**src/rtl/enemy_hit_ctrl_if.sv**
```systemverilog
// Spawner/bullet-side bus of the enemy hit controller.
// The master drives spawn, hit, enable and vsync; the slave returns the kill, explosion, score and flash state.
interface enemy_hit_ctrl_if #(
    parameter int unsigned MAX_ENEMY_NUM         = 10,
    parameter int unsigned MAX_ENEMY_NUM_BIT_LEN = 4,
    parameter int unsigned EXPLODE_BIT_LEN       = 3,
    parameter int unsigned SCORE_BIT_LEN         = 16
);
    logic                                       en_i;
    logic                                       v_sync_i;
    logic                                       trigger_i;
    logic [MAX_ENEMY_NUM_BIT_LEN-1:0]           trigger_idx_i;
    logic                                       hit_i;
    logic [MAX_ENEMY_NUM_BIT_LEN-1:0]           hit_idx_i;
    logic [MAX_ENEMY_NUM-1:0]                   disappear_o;
    logic [MAX_ENEMY_NUM-1:0]                   exploding_o;
    logic [MAX_ENEMY_NUM*EXPLODE_BIT_LEN-1:0]   explode_step_o;
    logic                                       kill_o;
    logic [SCORE_BIT_LEN-1:0]                   score_o;
    logic [MAX_ENEMY_NUM-1:0]                   flash_o;

    modport master (
        output en_i, v_sync_i, trigger_i, trigger_idx_i, hit_i, hit_idx_i,
        input  disappear_o, exploding_o, explode_step_o, kill_o, score_o, flash_o
    );

    modport slave (
        input  en_i, v_sync_i, trigger_i, trigger_idx_i, hit_i, hit_idx_i,
        output disappear_o, exploding_o, explode_step_o, kill_o, score_o, flash_o
    );
endinterface

```
**src/rtl/enemy_hit_ctrl.sv**
```systemverilog
// Per-slot enemy HP, kill pulse, explosion sequencing and kill score for one enemy class.
// Optional hit flash is enabled by defining ENEMY_HIT_FLASH_EN.
module enemy_hit_ctrl #(
    parameter int unsigned MAX_ENEMY_NUM         = 10,
    parameter int unsigned MAX_ENEMY_NUM_BIT_LEN = 4,
    parameter int unsigned ENEMY_HP              = 3,
    parameter int unsigned HP_BIT_LEN            = 2,
    parameter int unsigned EXPLODE_FRAMES        = 8,
    parameter int unsigned EXPLODE_BIT_LEN       = 3,
    parameter int unsigned SCORE_PER_KILL        = 1,
    parameter int unsigned SCORE_BIT_LEN         = 16
) (
    input  logic             clk_run,
    input  logic             rst,
    enemy_hit_ctrl_if.slave  bus
);
    localparam int unsigned STEP_LAST = EXPLODE_FRAMES - 1;
    localparam int unsigned SUM_W     = SCORE_BIT_LEN + 1;

    typedef enum logic [1:0] {
        S_IDLE    = 2'd0,
        S_ALIVE   = 2'd1,
        S_EXPLODE = 2'd2
    } slot_state_e;

    slot_state_e                state_q [MAX_ENEMY_NUM];
    slot_state_e                state_d [MAX_ENEMY_NUM];
    logic [HP_BIT_LEN-1:0]      hp_q    [MAX_ENEMY_NUM];
    logic [HP_BIT_LEN-1:0]      hp_d    [MAX_ENEMY_NUM];
    logic [EXPLODE_BIT_LEN-1:0] step_q  [MAX_ENEMY_NUM];
    logic [EXPLODE_BIT_LEN-1:0] step_d  [MAX_ENEMY_NUM];
    logic [MAX_ENEMY_NUM-1:0]   disappear_q, disappear_d;
    logic                       kill_q, kill_d;
    logic [SCORE_BIT_LEN-1:0]   score_q, score_d;
    logic [SUM_W-1:0]           score_sum;
    logic [2:0]                 vs_q, vs_d;
    logic                       tick;
    logic [MAX_ENEMY_NUM-1:0]   kill_vec;
    logic                       trig_hit, hit_hit;
`ifdef ENEMY_HIT_FLASH_EN
    logic [MAX_ENEMY_NUM-1:0]   flash_q, flash_d;
`endif

    // vsync is idle-high; sync stages reset high so reset release never looks like a frame edge
    always_ff @(posedge clk_run or posedge rst) begin
        if (rst) vs_q <= 3'b111;
        else     vs_q <= vs_d;
    end

    always_ff @(posedge clk_run or posedge rst) begin
        if (rst) begin
            for (int i = 0; i < MAX_ENEMY_NUM; i++) begin
                state_q[i] <= S_IDLE;
                hp_q[i]    <= '0;
                step_q[i]  <= '0;
            end
            disappear_q <= '0;
            kill_q      <= 1'b0;
            score_q     <= '0;
`ifdef ENEMY_HIT_FLASH_EN
            flash_q     <= '0;
`endif
        end else begin
            for (int i = 0; i < MAX_ENEMY_NUM; i++) begin
                state_q[i] <= state_d[i];
                hp_q[i]    <= hp_d[i];
                step_q[i]  <= step_d[i];
            end
            disappear_q <= disappear_d;
            kill_q      <= kill_d;
            score_q     <= score_d;
`ifdef ENEMY_HIT_FLASH_EN
            flash_q     <= flash_d;
`endif
        end
    end

    always_comb begin
        vs_d        = {vs_q[1:0], bus.v_sync_i};
        tick        = vs_q[2] & ~vs_q[1];
        kill_vec    = '0;
        trig_hit    = 1'b0;
        hit_hit     = 1'b0;
        disappear_d = '0;
        kill_d      = 1'b0;
        score_d     = score_q;
        score_sum   = {1'b0, score_q} + SUM_W'(SCORE_PER_KILL);
        for (int i = 0; i < MAX_ENEMY_NUM; i++) begin
            state_d[i] = state_q[i];
            hp_d[i]    = hp_q[i];
            step_d[i]  = step_q[i];
        end
`ifdef ENEMY_HIT_FLASH_EN
        flash_d = flash_q;
        if (bus.en_i && tick) flash_d = '0;
`endif
        if (bus.en_i) begin
            for (int i = 0; i < MAX_ENEMY_NUM; i++) begin
                trig_hit = bus.trigger_i && (bus.trigger_idx_i == MAX_ENEMY_NUM_BIT_LEN'(i));
                hit_hit  = bus.hit_i && (bus.hit_idx_i == MAX_ENEMY_NUM_BIT_LEN'(i));
                // A spawn always wins, including over a same-cycle hit or a running explosion
                if (trig_hit) begin
                    state_d[i] = S_ALIVE;
                    hp_d[i]    = HP_BIT_LEN'(ENEMY_HP);
                    step_d[i]  = '0;
`ifdef ENEMY_HIT_FLASH_EN
                    flash_d[i] = 1'b0;
`endif
                end else begin
                    unique case (state_q[i])
                        S_ALIVE: begin
                            if (hit_hit) begin
                                if (hp_q[i] > HP_BIT_LEN'(1)) begin
                                    hp_d[i] = hp_q[i] - HP_BIT_LEN'(1);
`ifdef ENEMY_HIT_FLASH_EN
                                    flash_d[i] = 1'b1;
`endif
                                end else begin
                                    state_d[i]  = S_EXPLODE;
                                    hp_d[i]     = '0;
                                    step_d[i]   = '0;
                                    kill_vec[i] = 1'b1;
`ifdef ENEMY_HIT_FLASH_EN
                                    flash_d[i]  = 1'b0;
`endif
                                end
                            end
                        end
                        S_EXPLODE: begin
                            if (tick) begin
                                if (step_q[i] == EXPLODE_BIT_LEN'(STEP_LAST)) begin
                                    state_d[i] = S_IDLE;
                                    step_d[i]  = '0;
                                end else begin
                                    step_d[i] = step_q[i] + EXPLODE_BIT_LEN'(1);
                                end
                            end
                        end
                        default: ;
                    endcase
                end
            end
            disappear_d = kill_vec;
            kill_d      = |kill_vec;
            // Saturate rather than wrap
            if (kill_d) score_d = score_sum[SCORE_BIT_LEN] ? '1 : score_sum[SCORE_BIT_LEN-1:0];
        end
    end

    always_comb begin
        for (int i = 0; i < MAX_ENEMY_NUM; i++) begin
            bus.exploding_o[i] = (state_q[i] == S_EXPLODE);
            bus.explode_step_o[i*EXPLODE_BIT_LEN +: EXPLODE_BIT_LEN] = step_q[i];
        end
    end

    assign bus.disappear_o = disappear_q;
    assign bus.kill_o      = kill_q;
    assign bus.score_o     = score_q;
`ifdef ENEMY_HIT_FLASH_EN
    assign bus.flash_o     = flash_q;
`else
    assign bus.flash_o     = '0;
`endif
endmodule

```
**src/flat_wrapper.sv**
```systemverilog
// flat-port wrapper written by rule: the top's interface ports become plain ports
module enemy_hit_ctrl_flat 
#(
    parameter int unsigned MAX_ENEMY_NUM         = 10,
    parameter int unsigned MAX_ENEMY_NUM_BIT_LEN = 4,
    parameter int unsigned ENEMY_HP              = 3,
    parameter int unsigned HP_BIT_LEN            = 2,
    parameter int unsigned EXPLODE_FRAMES        = 8,
    parameter int unsigned EXPLODE_BIT_LEN       = 3,
    parameter int unsigned SCORE_PER_KILL        = 1,
    parameter int unsigned SCORE_BIT_LEN         = 16
)
  (clk_run, rst, bus_en_i, bus_v_sync_i, bus_trigger_i, bus_trigger_idx_i, bus_hit_i, bus_hit_idx_i, bus_disappear_o, bus_exploding_o, bus_explode_step_o, bus_kill_o, bus_score_o, bus_flash_o);
  enemy_hit_ctrl_if #(.MAX_ENEMY_NUM(MAX_ENEMY_NUM), .MAX_ENEMY_NUM_BIT_LEN(MAX_ENEMY_NUM_BIT_LEN), .EXPLODE_BIT_LEN(EXPLODE_BIT_LEN), .SCORE_BIT_LEN(SCORE_BIT_LEN)) bus_i ();
  input  logic clk_run;
  input  logic rst;
  input wire logic [$bits(bus_i.en_i)-1:0] bus_en_i;
  input wire logic [$bits(bus_i.v_sync_i)-1:0] bus_v_sync_i;
  input wire logic [$bits(bus_i.trigger_i)-1:0] bus_trigger_i;
  input wire logic [$bits(bus_i.trigger_idx_i)-1:0] bus_trigger_idx_i;
  input wire logic [$bits(bus_i.hit_i)-1:0] bus_hit_i;
  input wire logic [$bits(bus_i.hit_idx_i)-1:0] bus_hit_idx_i;
  output wire logic [$bits(bus_i.disappear_o)-1:0] bus_disappear_o;
  output wire logic [$bits(bus_i.exploding_o)-1:0] bus_exploding_o;
  output wire logic [$bits(bus_i.explode_step_o)-1:0] bus_explode_step_o;
  output wire logic [$bits(bus_i.kill_o)-1:0] bus_kill_o;
  output wire logic [$bits(bus_i.score_o)-1:0] bus_score_o;
  output wire logic [$bits(bus_i.flash_o)-1:0] bus_flash_o;
  assign bus_i.en_i = bus_en_i;
  assign bus_i.v_sync_i = bus_v_sync_i;
  assign bus_i.trigger_i = bus_trigger_i;
  assign bus_i.trigger_idx_i = bus_trigger_idx_i;
  assign bus_i.hit_i = bus_hit_i;
  assign bus_i.hit_idx_i = bus_hit_idx_i;
  assign bus_disappear_o = bus_i.disappear_o;
  assign bus_exploding_o = bus_i.exploding_o;
  assign bus_explode_step_o = bus_i.explode_step_o;
  assign bus_kill_o = bus_i.kill_o;
  assign bus_score_o = bus_i.score_o;
  assign bus_flash_o = bus_i.flash_o;
  enemy_hit_ctrl #(.MAX_ENEMY_NUM(MAX_ENEMY_NUM), .MAX_ENEMY_NUM_BIT_LEN(MAX_ENEMY_NUM_BIT_LEN), .ENEMY_HP(ENEMY_HP), .HP_BIT_LEN(HP_BIT_LEN), .EXPLODE_FRAMES(EXPLODE_FRAMES), .EXPLODE_BIT_LEN(EXPLODE_BIT_LEN), .SCORE_PER_KILL(SCORE_PER_KILL), .SCORE_BIT_LEN(SCORE_BIT_LEN)) u_core (.clk_run(clk_run), .rst(rst), .bus(bus_i));
endmodule
```
**config.mk**
```make
export PLATFORM = sky130hd
export DESIGN_NAME = enemy_hit_ctrl_flat
export DESIGN_NICKNAME = d
export VERILOG_FILES = /design/src/rtl/enemy_hit_ctrl_if.sv /design/src/rtl/enemy_hit_ctrl.sv /design/src/flat_wrapper.sv
export SDC_FILE = /design/constraint.sdc
export NUM_CORES = 1
export LEC_CHECK = 0
export CAP_MARGIN = 20
export CORE_UTILIZATION = 45
export DETAILED_ROUTE_END_ITERATION = 8
export PLACE_DENSITY = 0.7
export RECOVER_POWER = 25
export SLEW_MARGIN = 20
export SYNTH_ARGS = -nofsm -noshare
export SYNTH_HDL_FRONTEND = slang
export SYNTH_SLANG_ARGS = --single-unit
```
**constraint.sdc**
```tcl
create_clock -name clk_run -period 3.62 [get_ports clk_run]
set_input_delay 0.362 -clock clk_run [delete_from_list [all_inputs] [get_ports clk_run]]
set_output_delay 0.362 -clock clk_run [all_outputs]
set_load 0.03 [all_outputs]
```
Word level (Yosys, flattened, before mapping)
Index checks and enable logic that the tools add are counted.
{ "totals": {"output_inout_bits": 77, "register_bits": 100, "inputBits": 14} }
{ "classes": {"muxes": 213, "n_addsub": 21, "bitwise_logic": 2, "reduce_logical": 84, "n_lt_le_gt_ge": 10, "n_eq_ne": 88} }
{ "op_table": {"columns": ["cell", "count"], "rows": [
  ["2-to-1 mux 2 bit", 90],
  ["2-to-1 mux 3 bit", 50],
  ["!= test 3 x 1 -> 1 bit, second input constant", 30],
  ["one-hot mux 3 bit (2 select lines)", 10],
  ["AND reduction 6 bit", 10],
  ["2-to-1 mux 1 bit", 51],
  ["AND reduction 5 bit", 10],
  ["one-hot mux 2 bit (2 select lines)", 10],
  ["nonzero test 2 bit", 20],
  ["== test 4 x 3 -> 1 bit, second input constant", 8],
  ["adder 3 x 1 -> 3 bit, second input constant", 10],
  ["== test 3 bit, second input constant", 10],
  ["!= test 3 x 2 -> 1 bit, second input constant", 10],
  ["AND reduction 3 bit", 10],
  ["nonzero test 3 bit", 10],
  ["== test 2 x 1 -> 1 bit, second input constant", 10],
  ["== test 2 bit, second input constant", 10],
  ["greater-than comparator 2 x 1 -> 1 bit, second input constant", 10],
  ["logical AND 1 bit", 20],
  ["subtractor 2 x 1 -> 2 bit, second input constant", 10],
  ["adder 16 x 1 -> 17 bit, second input constant", 1],
  ["== test 4 x 2 -> 1 bit, second input constant", 4],
  ["== test 4 bit, second input constant", 4],
  ["2-to-1 mux 16 bit", 1],
  ["7 further kinds", 9]
]} }

Longest topological paths before layout
{ "depth": {"depth_word": 8, "ltp_mapped": 9, "depth_no_buf": 7} }

Worst setup path before layout
Ideal clock, no wire load.
{ "synth_timing": {"path_type": "in2reg", "from": "input port bus_hit_idx_i[1]", "to": "register u_core.score_q[14], in the netlist u_core.bus.score_o[14]", "required_ns": 3.493, "setup_time_ns": 0.127, "path_stages": 8, "path_slack_ns": 1.218, "arrival_time_ns": 2.274, "path_buffers": 2, "cell_sequence": "buf_2 or4b_4 a211oi_2 o21ai_1 o221a_2 buf_6 a2111oi_1 mux2_1"} }
{ "synth_between": {"elab_chain_len": 8} }
{ "synth_rtl": {"columns": ["item", "line_no", "rtl"], "rows": [
  ["from (decl)", "flat_wrapper.sv:22", "input wire logic [$bits(bus_i.hit_idx_i)-1:0] bus_hit_idx_i;"],
  ["== test 4 bit (tied with other cells)", "enemy_hit_ctrl.sv:100", "hit_hit = bus.hit_i && (bus.hit_idx_i == MAX_ENEMY_NUM_BIT_LEN'(i));"],
  ["logical AND 1 bit", "enemy_hit_ctrl.sv:100", null],
  ["2-to-1 mux 1 bit", "enemy_hit_ctrl.sv:112", "if (hit_hit) begin"],
  ["2-to-1 mux 1 bit", "enemy_hit_ctrl.sv:110", "unique case (state_q[i])"],
  ["2-to-1 mux 1 bit", "enemy_hit_ctrl.sv:102", "if (trig_hit) begin"],
  ["2-to-1 mux 1 bit", "enemy_hit_ctrl.sv:97", "if (bus.en_i) begin"],
  ["OR reduction 10 bit *", "enemy_hit_ctrl.sv:144", "kill_d = |kill_vec;"],
  ["AND reduction 2 bit (no source line) *", null, null],
  ["to (signal assigned)", "enemy_hit_ctrl.sv:71", "score_q <= score_d;"],
  ["to (decl)", "enemy_hit_ctrl.sv:34", "logic [SCORE_BIT_LEN-1:0] score_q, score_d;"]
]} }
Mark *: on every way between the ends. The rest lies on a longest branch, timed or not. The select of a mux whose other input is x is not followed.
A chain may end at the register's enable or synchronous reset.

Worst setup path in the final report
{ "layout_timing": {"from": "input port bus_trigger_idx_i[3]", "to": "register u_core.score_q[0], in the netlist u_core.bus.score_o[0]"} }
{ "layout_between": {"elab_chain_len": 6} }
{ "layout_rtl": {"columns": ["item", "line_no", "rtl"], "rows": [
  ["from (decl)", "flat_wrapper.sv:20", "input wire logic [$bits(bus_i.trigger_idx_i)-1:0] bus_trigger_idx_i;"],
  ["== test 4 bit (tied with other cells)", "enemy_hit_ctrl.sv:99", "trig_hit = bus.trigger_i && (bus.trigger_idx_i == MAX_ENEMY_NUM_BIT_LEN'(i));"],
  ["logical AND 1 bit", "enemy_hit_ctrl.sv:99", null],
  ["2-to-1 mux 1 bit", "enemy_hit_ctrl.sv:102", null],
  ["2-to-1 mux 1 bit", "enemy_hit_ctrl.sv:97", null],
  ["OR reduction 10 bit *", "enemy_hit_ctrl.sv:144", null],
  ["AND reduction 2 bit (no source line) *", null, null]
]} }
Marks and branches as above.

==> impl_metrics.ini <==
[floorplan]
io_pins = 91
die_area_mm2 = 0.0123
core_mm2 = 0.0115
start_util_pct = 46.5
row_count = 39
die_h_um = 111
die_x_um = 111

[sta]
tightestPinTransition_ps = 2380
fin_crit_sh_pct = 85.4
skew_ps = 11.9
slew_violations = 54
grt_setup_unrepaired = no
max_freq_ghz = 0.324
finalSetupViolCount = 0
fin_setup_tns_ps = 0
max_slew_margin_pct = -59.2
fin_crit_ps = 3090
hold_ws_ps = 364
hold_violations = 0

[route]
dr.first_iter.drc_count = 267
drc = 0
drtPass1Iterations = 5
wire_per_inst_um = 15.6
wl_mm = 12.6
vias = 4491
ant_nets = 0
viasPerCell = 5.58

[final_layout]
layout-drive-gt1-share_pct = 6.34
antennaDiodeCount = 0
final_nets = 692
syn_to_final_growth_pct = 22.3

[yosys]
synthCells = 577
avgSynthCellArea_um2 = 9.24
synth_seq_cells = 100
async_reset_ff_share_pct = 100
ys_seq_area_share_pct = 47.0
synth_edf_count = 0
synth.cell_area_mm2 = 0.00533
ys.flop_type = dfrtp_1
yosysWarnings = 0
ys_types = 57

[worst_setup_path]
cp_max_fo = 18
arrival_ps = 3320
start_kind = input port
timing.rr.end = u_core.bus.score_o[14]
r2r_slack_ps = 1020
r2r_cells = 6
worstSetupPathType = in2reg
required_ps = 3850
crit-reg2reg-launch = u_core.state_q[11]
crit_path_end_kind = flip-flop

[clock_network]
cts_resized = 0
cts_tree = built
clockRootBuffer = clkbuf_16
h-tree-depth = 3
cts_buffers = 9
cts_sinks = 100
worstSkewPairLatency_ps = 340
cts_setup_buffers = 0
cts-hold-fix-buffers = 0
clkTransAtPathRegs_ps = 70
ctsLongestPathBuffers = 2

[grt]
grt_max_degree = 54
grt_pass1_wl_mm = 21.0
grt_pass1_vias = 4243
grt_usage_pct = 21.1
antenna_found_initial = 0
grt_overflow = 0

[placement]
hpwl_mm = 9.05
numPortBuffers = 80
gpl.final_weighted_congestion = 0.809

[job]
drv_cap = 1

[pwr]
p_leak_nw = 2.84
ir_worst_vdd_uv = 376
p_per_area_mw_per_mm2 = 579

[status]
violations = max-capacitance violations, max-slew violations
status = complete, but fails checks

[min_path]
worstHoldStart = u_core.vs_q[0]
whs_endpoint = u_core.vs_q[1]
worst_hold_path.num_cells = 0
hp-class = reg2reg
## power breakdown
group | internal (mW) | switching (mW) | leakage [nW]
clock | 0.491 | 0.420 | 0.133
sequential | 1.36 | 0.233 | 1.28
combinational | 0.526 | 0.749 | 1.43
total | 2.38 | 1.40 | 2.84
## worst max path at each step
stage | from | depth (start not counted) | slack, ps | end
after floorplan | rst | 1 | 640 | u_core.bus.disappear_o[0]
after global placement | bus_trigger_idx_i[3] | 7 | 350 | u_core.bus.score_o[15]
after detailed placement | bus_trigger_idx_i[3] | 7 | 180 | u_core.bus.score_o[14]
after CTS | bus_trigger_idx_i[3] | 7 | 530 | u_core.bus.score_o[14]
after global routing | bus_trigger_idx_i[3] | 7 | 320 | u_core.bus.score_o[0]
final | bus_trigger_idx_i[3] | 7 | 530 | u_core.bus.score_o[0]
## critical path: stages
cell	delay, ps
clkdlybuf4s50_1	450
nand3b_1	320
nor3_1	480
nor4_1	180
nor4_4	930
a21oi_1	250
mux2_2	340
## cell usage in the layout (no fill, tap or decap), types with 3 or more instances in the layout
master	instances
o21ai_1	8
nand3_1	16
or4_1	3
a211oi_1	14
conb_1	10
clkbuf_16	9
nand2_1	124
inv_1	13
o31ai_1	4
or2_2	3
a2111oi_2	3
nand3b_1	4
clkdlybuf4s50_1	78
and3_1	3
dfrtp_1	97
nor2_1	28
nand4bb_1	3
mux2_2	4
and2_1	3
or3_1	7
a221oi_1	3
a21oi_1	5
a22o_1	4
o22ai_1	7
o21ba_1	3
buf_4	8
a21o_1	7
nor4_1	4
mux2_1	9
nor3_1	18
nor2b_1	7
ha_1	21
nor3b_1	8
nand2b_1	21
o21ai_0	60
## cell usage after synthesis, drive strengths merged, types with 4 or more instances
| library cell | count | share of area (%) |
|---|---|---|
| clkbuf | 10 | 0.70 |
| ha | 21 | 4.9 |
| inv | 14 | 0.99 |
| dfrtp | 97 | 46 |
| o22ai | 7 | 0.82 |
| buf | 19 | 2.5 |
| nand2b | 21 | 2.5 |
| mux2 | 13 | 2.7 |
| o21ai | 68 | 6.4 |
| a211oi | 15 | 2.2 |
| or3 | 7 | 0.82 |
| nor2 | 30 | 2.2 |
| nand3b | 4 | 0.56 |
| a22o | 4 | 0.66 |
| nor3 | 18 | 1.7 |
| nor3b | 8 | 1.1 |
| nor2b | 7 | 0.82 |
| a21oi | 5 | 0.47 |
| a2111oi | 5 | 1.2 |
| or2 | 4 | 0.47 |
| nand3 | 16 | 1.5 |
| a21o | 7 | 0.99 |
| o31ai | 4 | 0.56 |
| nand2 | 124 | 8.7 |
| nor4 | 5 | 0.87 |
## per-layer routing
| metal | vias to the layer above | track usage [%] | wire [um] |
|---|---|---|---|
| met5 | - | 0 | 0 |
| met4 | 0 | 6.04 | 100 |
| met2 | 109 | 34.3 | 6060 |
| met3 | 6 | 3.23 | 535 |
| li1 | 2188 | - | - |
| met1 | 2188 | 29.4 | 5860 |
## stage by stage
step | cells | worst slack [ps] | util, % | power (mW) | cell area (um^2)
2_1_floorplan | 586 | 644 | - | 2.40 | 5370
3_3_place_gp | 789 | 350 | 54.5 | 2.84 | 6250
3_5_place_dp | 789 | 183 | 54.5 | 2.89 | 6250
4_1_cts | 805 | 533 | 56.9 | 3.80 | 6530
5_1_grt | 805 | 315 | 56.9 | 4.01 | 6520
6_report | 805 | 529 | 56.9 | 3.78 | 6520
## cell type report
type                       instances  area, um^2
tap                              143         179
multi-input combinational        443        2640
inverter                          14        53.8
timing repair buffer              89         866
sequential                       100        2510
clock buffer                      12         246
clock inverter                     4        33.8
fill                             969        4940
## sequential cells by signal, summed over array words and instances, names as in the netlist
register,flops
u_core.bus.disappear_o,10
u_core.bus.explode_step_o,30
u_core.bus.kill_o,1
u_core.bus.score_o,16
u_core.hp_q,20
u_core.state_q,20
u_core.vs_q,3
## kinds of logic (layout without fill, tap and decap cells)
kind of cell | count (synthesis) | after routing | share of synthesized area, %
AOI/OAI and AO/OA | 130 | 130 | 15.8
adders and majority gates | 21 | 21 | 4.93
buffers and inverters | 43 | 119 | 4.20
DFF | 100 | 100 | 47.0
muxes | 13 | 13 | 2.74
other | 1 | 10 | 0.0703
and+or+nand+nor | 269 | 269 | 25.2
Note: power is estimated with default switching activity, not from simulation.
